## src/rtl/piso_serializer_pkg.sv

```systemverilog
// piso_serializer_pkg: shared state encoding and counter-width helper for the PISO transmit path
package piso_serializer_pkg;
  typedef enum logic {ST_IDLE = 1'b0, ST_SHIFT = 1'b1} state_e;
  function automatic int cnt_w(input int w);
    return (w > 2) ? $clog2(w) : 1;
  endfunction
endpackage

```

## src/rtl/piso_shift_core.sv

```systemverilog
// piso_shift_core: load/shift/hold word register presenting the current serial bit from a flop
module piso_shift_core #(
  parameter int WIDTH     = 4,
  parameter bit LSB_FIRST = 1'b1
) (
  input  logic             clk,
  input  logic             rst,
  input  logic             load,
  input  logic             shift,
  input  logic [WIDTH-1:0] d,
  output logic             sout
);
  logic [WIDTH-1:0] data_q, data_d;
  // Zero fill means the register is empty once a full word has shifted out
  always_comb data_d = load ? d : shift ? (LSB_FIRST ? data_q >> 1 : data_q << 1) : data_q;
  always_ff @(posedge clk)
    if (!rst) data_q <= '0;
    else data_q <= data_d;
  assign sout = LSB_FIRST ? data_q[0] : data_q[WIDTH-1];
endmodule

```

## src/rtl/piso_serializer.sv

```systemverilog
// piso_serializer: valid/ready loaded parallel-in serial-out transmitter with framing strobes
module piso_serializer
  import piso_serializer_pkg::*;
#(
  parameter int WIDTH     = 4,
  parameter bit LSB_FIRST = 1'b1
) (
  input  logic             clk,
  input  logic             rst,
  input  logic [WIDTH-1:0] d,
  input  logic             load_valid,
  output logic             load_ready,
  input  logic             tx_en,
  output logic             sout,
  output logic             sout_valid,
  output logic             frame_start,
  output logic             sout_last
);
  localparam int CW = cnt_w(WIDTH);
  state_e        state_q, state_d;
  logic [CW-1:0] cnt_q, cnt_d;
  logic          frame_q, frame_d, last_q, last_d;
  logic          adv, last_bit, accept;
  always_ff @(posedge clk)
    if (!rst) begin
      state_q <= ST_IDLE;
      cnt_q   <= '0;
      frame_q <= 1'b0;
      last_q  <= 1'b0;
    end else begin
      state_q <= state_d;
      cnt_q   <= cnt_d;
      frame_q <= frame_d;
      last_q  <= last_d;
    end
  always_comb begin
    state_d = accept ? ST_SHIFT : last_bit ? ST_IDLE : state_q;
    cnt_d   = (accept || last_bit) ? '0 : adv ? cnt_q + CW'(1) : cnt_q;
    frame_d = accept ? 1'b1 : adv ? 1'b0 : frame_q;
    last_d  = accept ? 1'b0 : adv ? (cnt_q == CW'(WIDTH - 2)) : last_q;
  end
  always_comb begin
    adv        = (state_q == ST_SHIFT) && tx_en;
    last_bit   = adv && (cnt_q == CW'(WIDTH - 1));
    load_ready = rst && ((state_q == ST_IDLE) || last_bit);
    accept     = load_valid && load_ready;
  end
  piso_shift_core #(.WIDTH(WIDTH), .LSB_FIRST(LSB_FIRST)) u_core (
    .clk  (clk),
    .rst  (rst),
    .load (accept),
    .shift(adv),
    .d    (d),
    .sout (sout)
  );
  assign sout_valid  = (state_q == ST_SHIFT);
  assign frame_start = frame_q;
  assign sout_last   = last_q;
endmodule

```

## config.mk

```make
export PLATFORM = sky130hd
export DESIGN_NAME = piso_serializer
export DESIGN_NICKNAME = d
export VERILOG_FILES = /design/src/rtl/piso_serializer_pkg.sv /design/src/rtl/piso_shift_core.sv /design/src/rtl/piso_serializer.sv
export SDC_FILE = /design/constraint.sdc
export NUM_CORES = 1
export LEC_CHECK = 0
export ABC_AREA = 1
export CORE_AREA = 2 2 39 41
export DETAILED_ROUTE_END_ITERATION = 6
export DIE_AREA = 0 0 41 43
export DONT_BUFFER_PORTS = 1
export GPL_TIMING_DRIVEN = 0
export SYNTH_ARGS = -nofsm -noshare
export SYNTH_HDL_FRONTEND = slang
export SYNTH_SLANG_ARGS = --single-unit
```

## constraint.sdc

```tcl
create_clock -name clk -period 1.77 [get_ports clk]
set_input_delay 0.177 -clock clk [delete_from_list [all_inputs] [get_ports clk]]
set_output_delay 0.177 -clock clk [all_outputs]
set_load 0.005 [all_outputs]
```

== Word level (Yosys, flattened, before mapping) ==
Cells that the tools add are included.
Widths: inputs -> output; s select.

* Bits in registers: 9
* Word-level logic and storage cells: 26
* Input port bits: 8

* Mux-type cells: 6
* Bitwise logic cells: 2
* Reductions and logical operators: 10
* Add/subtract/negate cells: 1
* Equality and inequality tests: 2

{| class="wikitable"
|+ Operator list
! cell !! count
|-
| $mux 4 || 2
|-
| $eq 2x2->1 const B || 2
|-
| $logic_and 1x1->1 || 4
|-
| $mux 1 || 4
|-
| $reduce_bool 2->1 || 2
|-
| $reduce_or 2->1 || 2
|-
| $add 2x1->2 const B || 1
|-
| $logic_or 1x1->1 || 2
|-
| $not 1->1 || 2
|}

== Longest topological paths before layout ==
Gate-level depths: netlist of run 1.

* Word-level depth: 7
* Mapped depth: 8
* Depth with buffers taken out: 7

== Cells and area by module ==
Synthesis of run 1 repeated with hierarchy kept, for this count alone.

* Cells, all modules: 65
* Area, all modules: 452.9 µm²

{| class="wikitable"
|+ By module, submodules not included
! module !! times used !! cells an instance !! area each (µm²) !! seq. area each (µm²)
|-
| piso_serializer || 1 || 36 || 265.3 || 100.1
|-
| piso_shift_core || 1 || 29 || 187.7 || 80.1
|}

== Least setup slack after synthesis of run 1 ==
Ideal clock, no wire load.

* Path kind: register to register
* From: reg cnt_q[0]
* To: reg u_core.data_q[0]
* Path buffers: 1
* Slack: 627 ps
* Library setup time: 70 ps
* Data arrival time: 1074 ps
* Stages on the path, launching flop included: 9
* Path through: dfxtp_1 ha_1 nand3_2 nand2_2 nand3_2 buf_6 nand2_1 nand2_1 a21oi_1

* Cells in the longest elaborated chain, start to end: 6

{| class="wikitable"
|+ Ends and longest elaborated chain
! element !! RTL line !! RTL
|-
| from (decl) || piso_serializer.sv:21 || <nowiki>logic [CW-1:0] cnt_q, cnt_d;</nowiki>
|-
| from (signal assigned) || piso_serializer.sv:32 || <nowiki>cnt_q <= cnt_d;</nowiki>
|-
| $eq 2x2->1 * || piso_serializer.sv:44 || <nowiki>last_bit = adv && (cnt_q == CW'(WIDTH - 1));</nowiki>
|-
| $logic_and 1x1->1 * || piso_serializer.sv:44 ||
|-
| $logic_or 1x1->1 * || piso_serializer.sv:45 || <nowiki>load_ready = rst && ((state_q == ST_IDLE) || last_bit);</nowiki>
|-
| $logic_and 1x1->1 * || piso_serializer.sv:45 ||
|-
| $logic_and 1x1->1 * || piso_serializer.sv:46 || <nowiki>accept = load_valid && load_ready;</nowiki>
|-
| $mux 4 or $reduce_bool 2->1 (tied branches) || - ||
|-
| to (signal assigned) || piso_shift_core.sv:18 || <nowiki>else data_q <= data_d;</nowiki>
|-
| to (decl) || piso_shift_core.sv:13 || <nowiki>logic [WIDTH-1:0] data_q, data_d;</nowiki>
|}

Mark *: on every way between the ends. The rest lies on a longest branch, timed or not.
A chain may end at the register's enable or synchronous reset.

== Worst setup path after layout of run 1 ==
* From: reg cnt_q[0]
* To: out load_ready

* Cells in the longest elaborated chain, start to end: 4

{| class="wikitable"
|+ Ends and longest elaborated chain
! element !! RTL line !! RTL
|-
| $eq 2x2->1 || piso_serializer.sv:44 ||
|-
| $logic_and 1x1->1 || piso_serializer.sv:44 ||
|-
| $logic_or 1x1->1 || piso_serializer.sv:45 ||
|-
| $logic_and 1x1->1 || piso_serializer.sv:45 ||
|-
| to (decl) || piso_serializer.sv:12 || <nowiki>output logic load_ready,</nowiki>
|}

No other way between the ends.

==> metrics.txt, run 1 <==
Starting Density 32.1%; RD Place Congestion ~0.7; die area 0.00176 mm²; initial antenna violation count 0; commonest non-fill, non-tap cell in the layout nand2_1; RSZ-0062 raised after global routing false; cts bufs inserted 3; diodes inserted 0; total iterations of the first detailed-routing run 2; clk root buf clkbuf_4; crit end category output pin; Routed WL 838 µm; Max Clk Rate ~750 MHz; DR iter-0 viols 5; met1 WL just under 400 µm; metal3 WL approximately 52 µm; Clk Latency, worst-skew pair approximately 0.26 ns; Slew @ Worst Pin ~0.24 ns; Clock Skew approximately 0.010 ns; Clock transition at path regs 0.06 ns; Post-CTS Resized 0; commonest cells after routing, fill and taps aside nand2_1 (13), dfxtp_1 (9), a21oi_1 (8); final setup fails 0; WL per Instance 10.7 µm; Leak roughly 0.00023 µW; Max clock buf depth 2; Setup TNS Final 0 ns; H-tree levels 1; HP Class input port to flip-flop; Die H between 40 and 50 µm; number of global-route vias before repair 350; met2 WL between 300 and 400 µm; syn nets 68; TritonCTS clock tree done; Post-Syn Instances 58; area growth from synthesis to layout 10.7%; Final period util around 75%; fin crit period about 1.3 ns; critical-path maximum fanout 3; Worst slew margin between 80% and 90%; final slew viol count 0; Yosys reg bits 9; Final Hold Vio Count 0; peak supply drop around 0.33 mV; status finished, final reports clean; DR vias/cell 4.85; CP Data Arrival Time around 1.2 ns; first-pass GRT wire length around 1400 µm; Antenna Violating Nets Remaining 0; post-layout net count 73; Crit Path Class flip-flop to output pin; proportion of layout cells with a drive suffix above 1 just under 20%; vias between 300 and 400; row cnt 14; post-synth cell types 13; power per cell area 858 mW/mm²; sequential area share after synthesis about two fifths; crit start category flip-flop; WP data required ~1.6 ns; Buffers on Ports 0; synthesized area approximately 440 µm²; grt ovf 0; number of I/O pins 13; Core ar. 0.00138 mm²; hpwl dp between 600 and 700 µm; max-cap violations 0; cts hold-fix bufs 0; top routing layer used met4; number of remaining DRC errors 0; number of warning messages in the yosys log 0; DIE WIDTH 41 µm; GRT Overall Usage about an eighth; post-CTS setup buffer count 0; syn avg cell area about 7.7 µm²; clock sinks 9; largest net degree at the start of global routing 11; Tot Pwr roughly 420 µW
-- path summary, 6_finish.rpt --
path                                 start                            end  slack [ns]  depth (start not counted)
min                                   d[3]  u_core.data_q[3]$_SDFFE_PN0P_        0.09                          2
min reg2reg  u_core.data_q[2]$_SDFFE_PN0P_  u_core.data_q[2]$_SDFFE_PN0P_        0.48                          2
max reg2reg          cnt_q[0]$_SDFFE_PP0P_  u_core.data_q[2]$_SDFFE_PN0P_        0.47                          8
max                  cnt_q[0]$_SDFFE_PP0P_                     load_ready        0.44                          3
-- synth_stat cells --
library cell	instances	share of area, %
buf_2	1	1.1
inv_1	7	5.9
buf_6	1	2.5
a21oi_1	8	9.0
nand3_2	2	4.5
nand3_1	7	7.9
nand4_1	3	4.2
nand2_2	2	2.8
o2111ai_1	1	2.0
ha_1	2	5.6
or2_2	2	2.8
dfxtp_1	9	41
nand2_1	13	11
-- report_power, final --
group          internal, µW  switching (µW)
clock                  83.1            70.0
sequential              215            9.78
combinational          17.4            27.0
total                   315             107
-- registers in the layout (all words and copies together) (netlist names) --
signal	flops
sout_last	1
cnt_q	2
frame_start	1
u_core.data_q	4
sout_valid	1
-- metal layers --
metal	global-route usage, %	up-vias
met2	16.3	14
met1	14.7	160
met5	0	-
li1	-	199
met4	10.0	0
met3	4.19	5
-- worst max-delay path: stages (launching register included) --
cell and delay (ns):
dfxtp_1 0.36, ha_1 0.18, nand3_2 0.11, a21oi_1 0.24
-- metrics by stage --
stage / utilization [%] / hold slack [ns] / std cells / instance area (µm²) / setup WS, ns
6_report: 35.5 / 0.0948 / 78 / 492 / 0.438
3_3_place_gp: 33.5 / 0.354 / 74 / 464 / 0.516
5_1_grt: 35.5 / 0.114 / 78 / 492 / 0.308
4_1_cts: 35.5 / 0.0954 / 78 / 492 / 0.414
3_5_place_dp: 33.5 / 0.362 / 74 / 464 / 0.480
2_1_floorplan: - / 0.342 / 58 / 444 / 0.627
-- layout make-up --
cell class,instances,area (µm²)
fillers,161,892
plain buffers,2,16.3
flip-flops and latches,9,180
inverters,7,26.3
well taps,16,20.0
multi-input cells,40,221
clock inverters,1,5.00
clock buffers,3,22.5
-- cell families after synthesis --
logic type / Yosys count / share of synthesized area, %
compound gates: 9 / 11.0
simple gates: 29 / 33.2
flops: 9 / 40.6
buf+inv: 9 / 9.58
fa+ha+maj: 2 / 5.63
Power figures use the tool's default switching activity.
==> inputs of run 2 (changes only) <==
==> constraint.sdc (replaced) <==
create_clock -name clk -period 1.3 [get_ports clk]
set_input_delay 0.13 -clock clk [delete_from_list [all_inputs] [get_ports clk]]
set_output_delay 0.13 -clock clk [all_outputs]
set_load 0.005 [all_outputs]
==> run 2 against run 1 <==
Effect of this change:
- design area grew 12%
- utilization is 4.3 points higher
- critical endpoint is now u_core.data_q[2]$_SDFFE_PN0P_
- highest routed layer unchanged
- critical path depth up 5
- flip-flop and latch count did not move
- critical path type is now flip-flop to flip-flop
- hold slack worse by 0.047 ns
- setup slack worse by 0.37 ns
- sequential power rose by 36%
- combinational power increased by 59%
- clock skew rose by 0.0057 ns
- non-clock buffer count is 2 higher
==> metrics.txt, run 2 (synthesis results as in run 1) <==
row cnt 14; Util after Layout about two fifths; initial antenna violation count 0; hpwl dp 669 µm; Crit Path Class flip-flop to flip-flop; final setup fails 0; reg2reg path depth 8; Die H roughly 43 µm; cts bufs inserted 3; die area 0.00176 mm²; Slew @ Worst Pin between 0.2 and 0.25 ns; post-place instance area 464 µm²; HP Class input port to flip-flop; area growth from synthesis to layout 24.2%; fin crit period ~1.2 ns; max-cap violations 0; crit end category flip-flop; Core ar. 0.00138 mm²; number of I/O pins 13; CP startpoint cnt_q[0]$_SDFFE_PP0P_; post-layout net count 75; number of global-route vias before repair 350; Final Hold Vio Count 0; Final period util between 90% and 100%; final instance area ~550 µm²; largest net degree at the start of global routing 11; power per cell area ~1100 mW/mm²; status finished, final reports clean; hold_sp d[3]; Top cell by count, worst path nand2_1; H-tree levels 1; Hold Path Stages 2; commonest cells after routing, fill and taps aside nand2_1 (13), inv_1 (7), nand3_1 (7); grt ovf 0; GRT Overall Usage between 10% and 20%; peak supply drop between 0.4 and 0.5 mV; TritonCTS clock tree done; Clock Skew ~0.016 ns; CP delay by family, top simple AND/OR/NAND/NOR gates; CP Data Arrival Time about 1.4 ns; Antenna Violating Nets Remaining 0; largest registers u_core.data_q (4), cnt_q (2); worst path cell trace ha_4 -> nand3_4 -> nand2_4 -> nand3_2 -> buf_6 -> nand2_1 -> nand2_1 -> a21oi_1; RD Place Congestion between 0.6 and 0.7; critical-path maximum fanout 10; Leak 0.000235 µW; Max Clk Rate just over 800 MHz; vias between 400 and 500; Max clock buf depth 2; crit start category flip-flop; RR Startpoint cnt_q[0]$_SDFFE_PP0P_; total iterations of the first detailed-routing run 4; max reg flops 4; WL per Instance about 12 µm; DIE WIDTH between 40 and 50 µm; DR vias/cell 5.04; clk root buf clkbuf_4; crit-path max cell delay ~0.37 ns; RSZ-0062 raised after global routing true; proportion of layout cells with a drive suffix above 1 about a third; first-pass GRT wire length 1390 µm; Clk Latency, worst-skew pair approximately 0.27 ns; Buf/Inv on CP 1; # fillers ~160; number of remaining DRC errors 0; Clock transition at path regs 0.07 ns; diodes inserted 0; WP depth 8; Buffers on Ports 0; Most flops, register u_core.data_q; Starting Density about a third; final slew viol count 0; CP max-delay cell dfxtp_4; Routed WL roughly 920 µm; DR iter-0 viols 4; Worst slew margin 85.0%; commonest non-fill, non-tap cell in the layout nand2_1; clock sinks 9; WP data required approximately 1.5 ns
## run 2: area by class of cell
class                      count  area (µm²)  area share (%)
tap                           16        20.0            3.63
clock inverter                 1        5.00           0.907
timing repair buffer           2        15.0            2.72
inverter                       7        26.3            4.76
sequential                     9         189            34.2
clock buffer                   3        22.5            4.08
multi-input combinational     40         258            46.7
buffer                         2        16.3            2.95
## run 2: worst paths after layout
check / slack, ns / end
hold reg to reg: 0.48 / u_core.data_q[2]$_SDFFE_PN0P_
hold / removal: 0.05 / u_core.data_q[3]$_SDFFE_PN0P_
setup reg to reg: 0.07 / u_core.data_q[2]$_SDFFE_PN0P_
setup / recovery: 0.07 / u_core.data_q[2]$_SDFFE_PN0P_
## run 2: metrics by stage
step / setup TNS [ns] / power, µW / setup slack [ns] / cells / hold WS [ns]
floorplan: 0 / 360 / 0.157 / 58 / 0.295
global placement: 0 / 372 / 0.0457 / 74 / 0.307
detailed placement: 0 / 373 / 0.00989 / 74 / 0.315
CTS: -0.0201 / 583 / -0.00947 / 78 / 0.0484
global route: -0.0180 / 637 / -0.0100 / 80 / 0.0659
finish: 0 / 593 / 0.0664 / 80 / 0.0473
## run 2: power by group
group	leakage, µW	switching [µW]	internal, µW
Sequential	0.0000757	16.1	290
Combinational	0.000142	40.3	30.3
Clock	0.0000177	103	113
Total	0.000235	160	433
## run 2: repair_timing
item | in CTS | in global routing
pin swaps | 0 | 2
hold buffers | 0 | 0
gates cloned | 0 | 0
resized for setup | 0 | 12
setup endpoints to repair | 3 | 9
setup buffers | 0 | 2
## run 2: routing by layer
metal	up-vias	routed length, µm	track usage, %	part of all wire, %
li1	203	-	-	-
met1	180	414	14.7	45
met2	15	419	16.3	46
met3	5	53	4.19	5.8
met4	0	33	10.0	3.6
met5	-	0	0	0
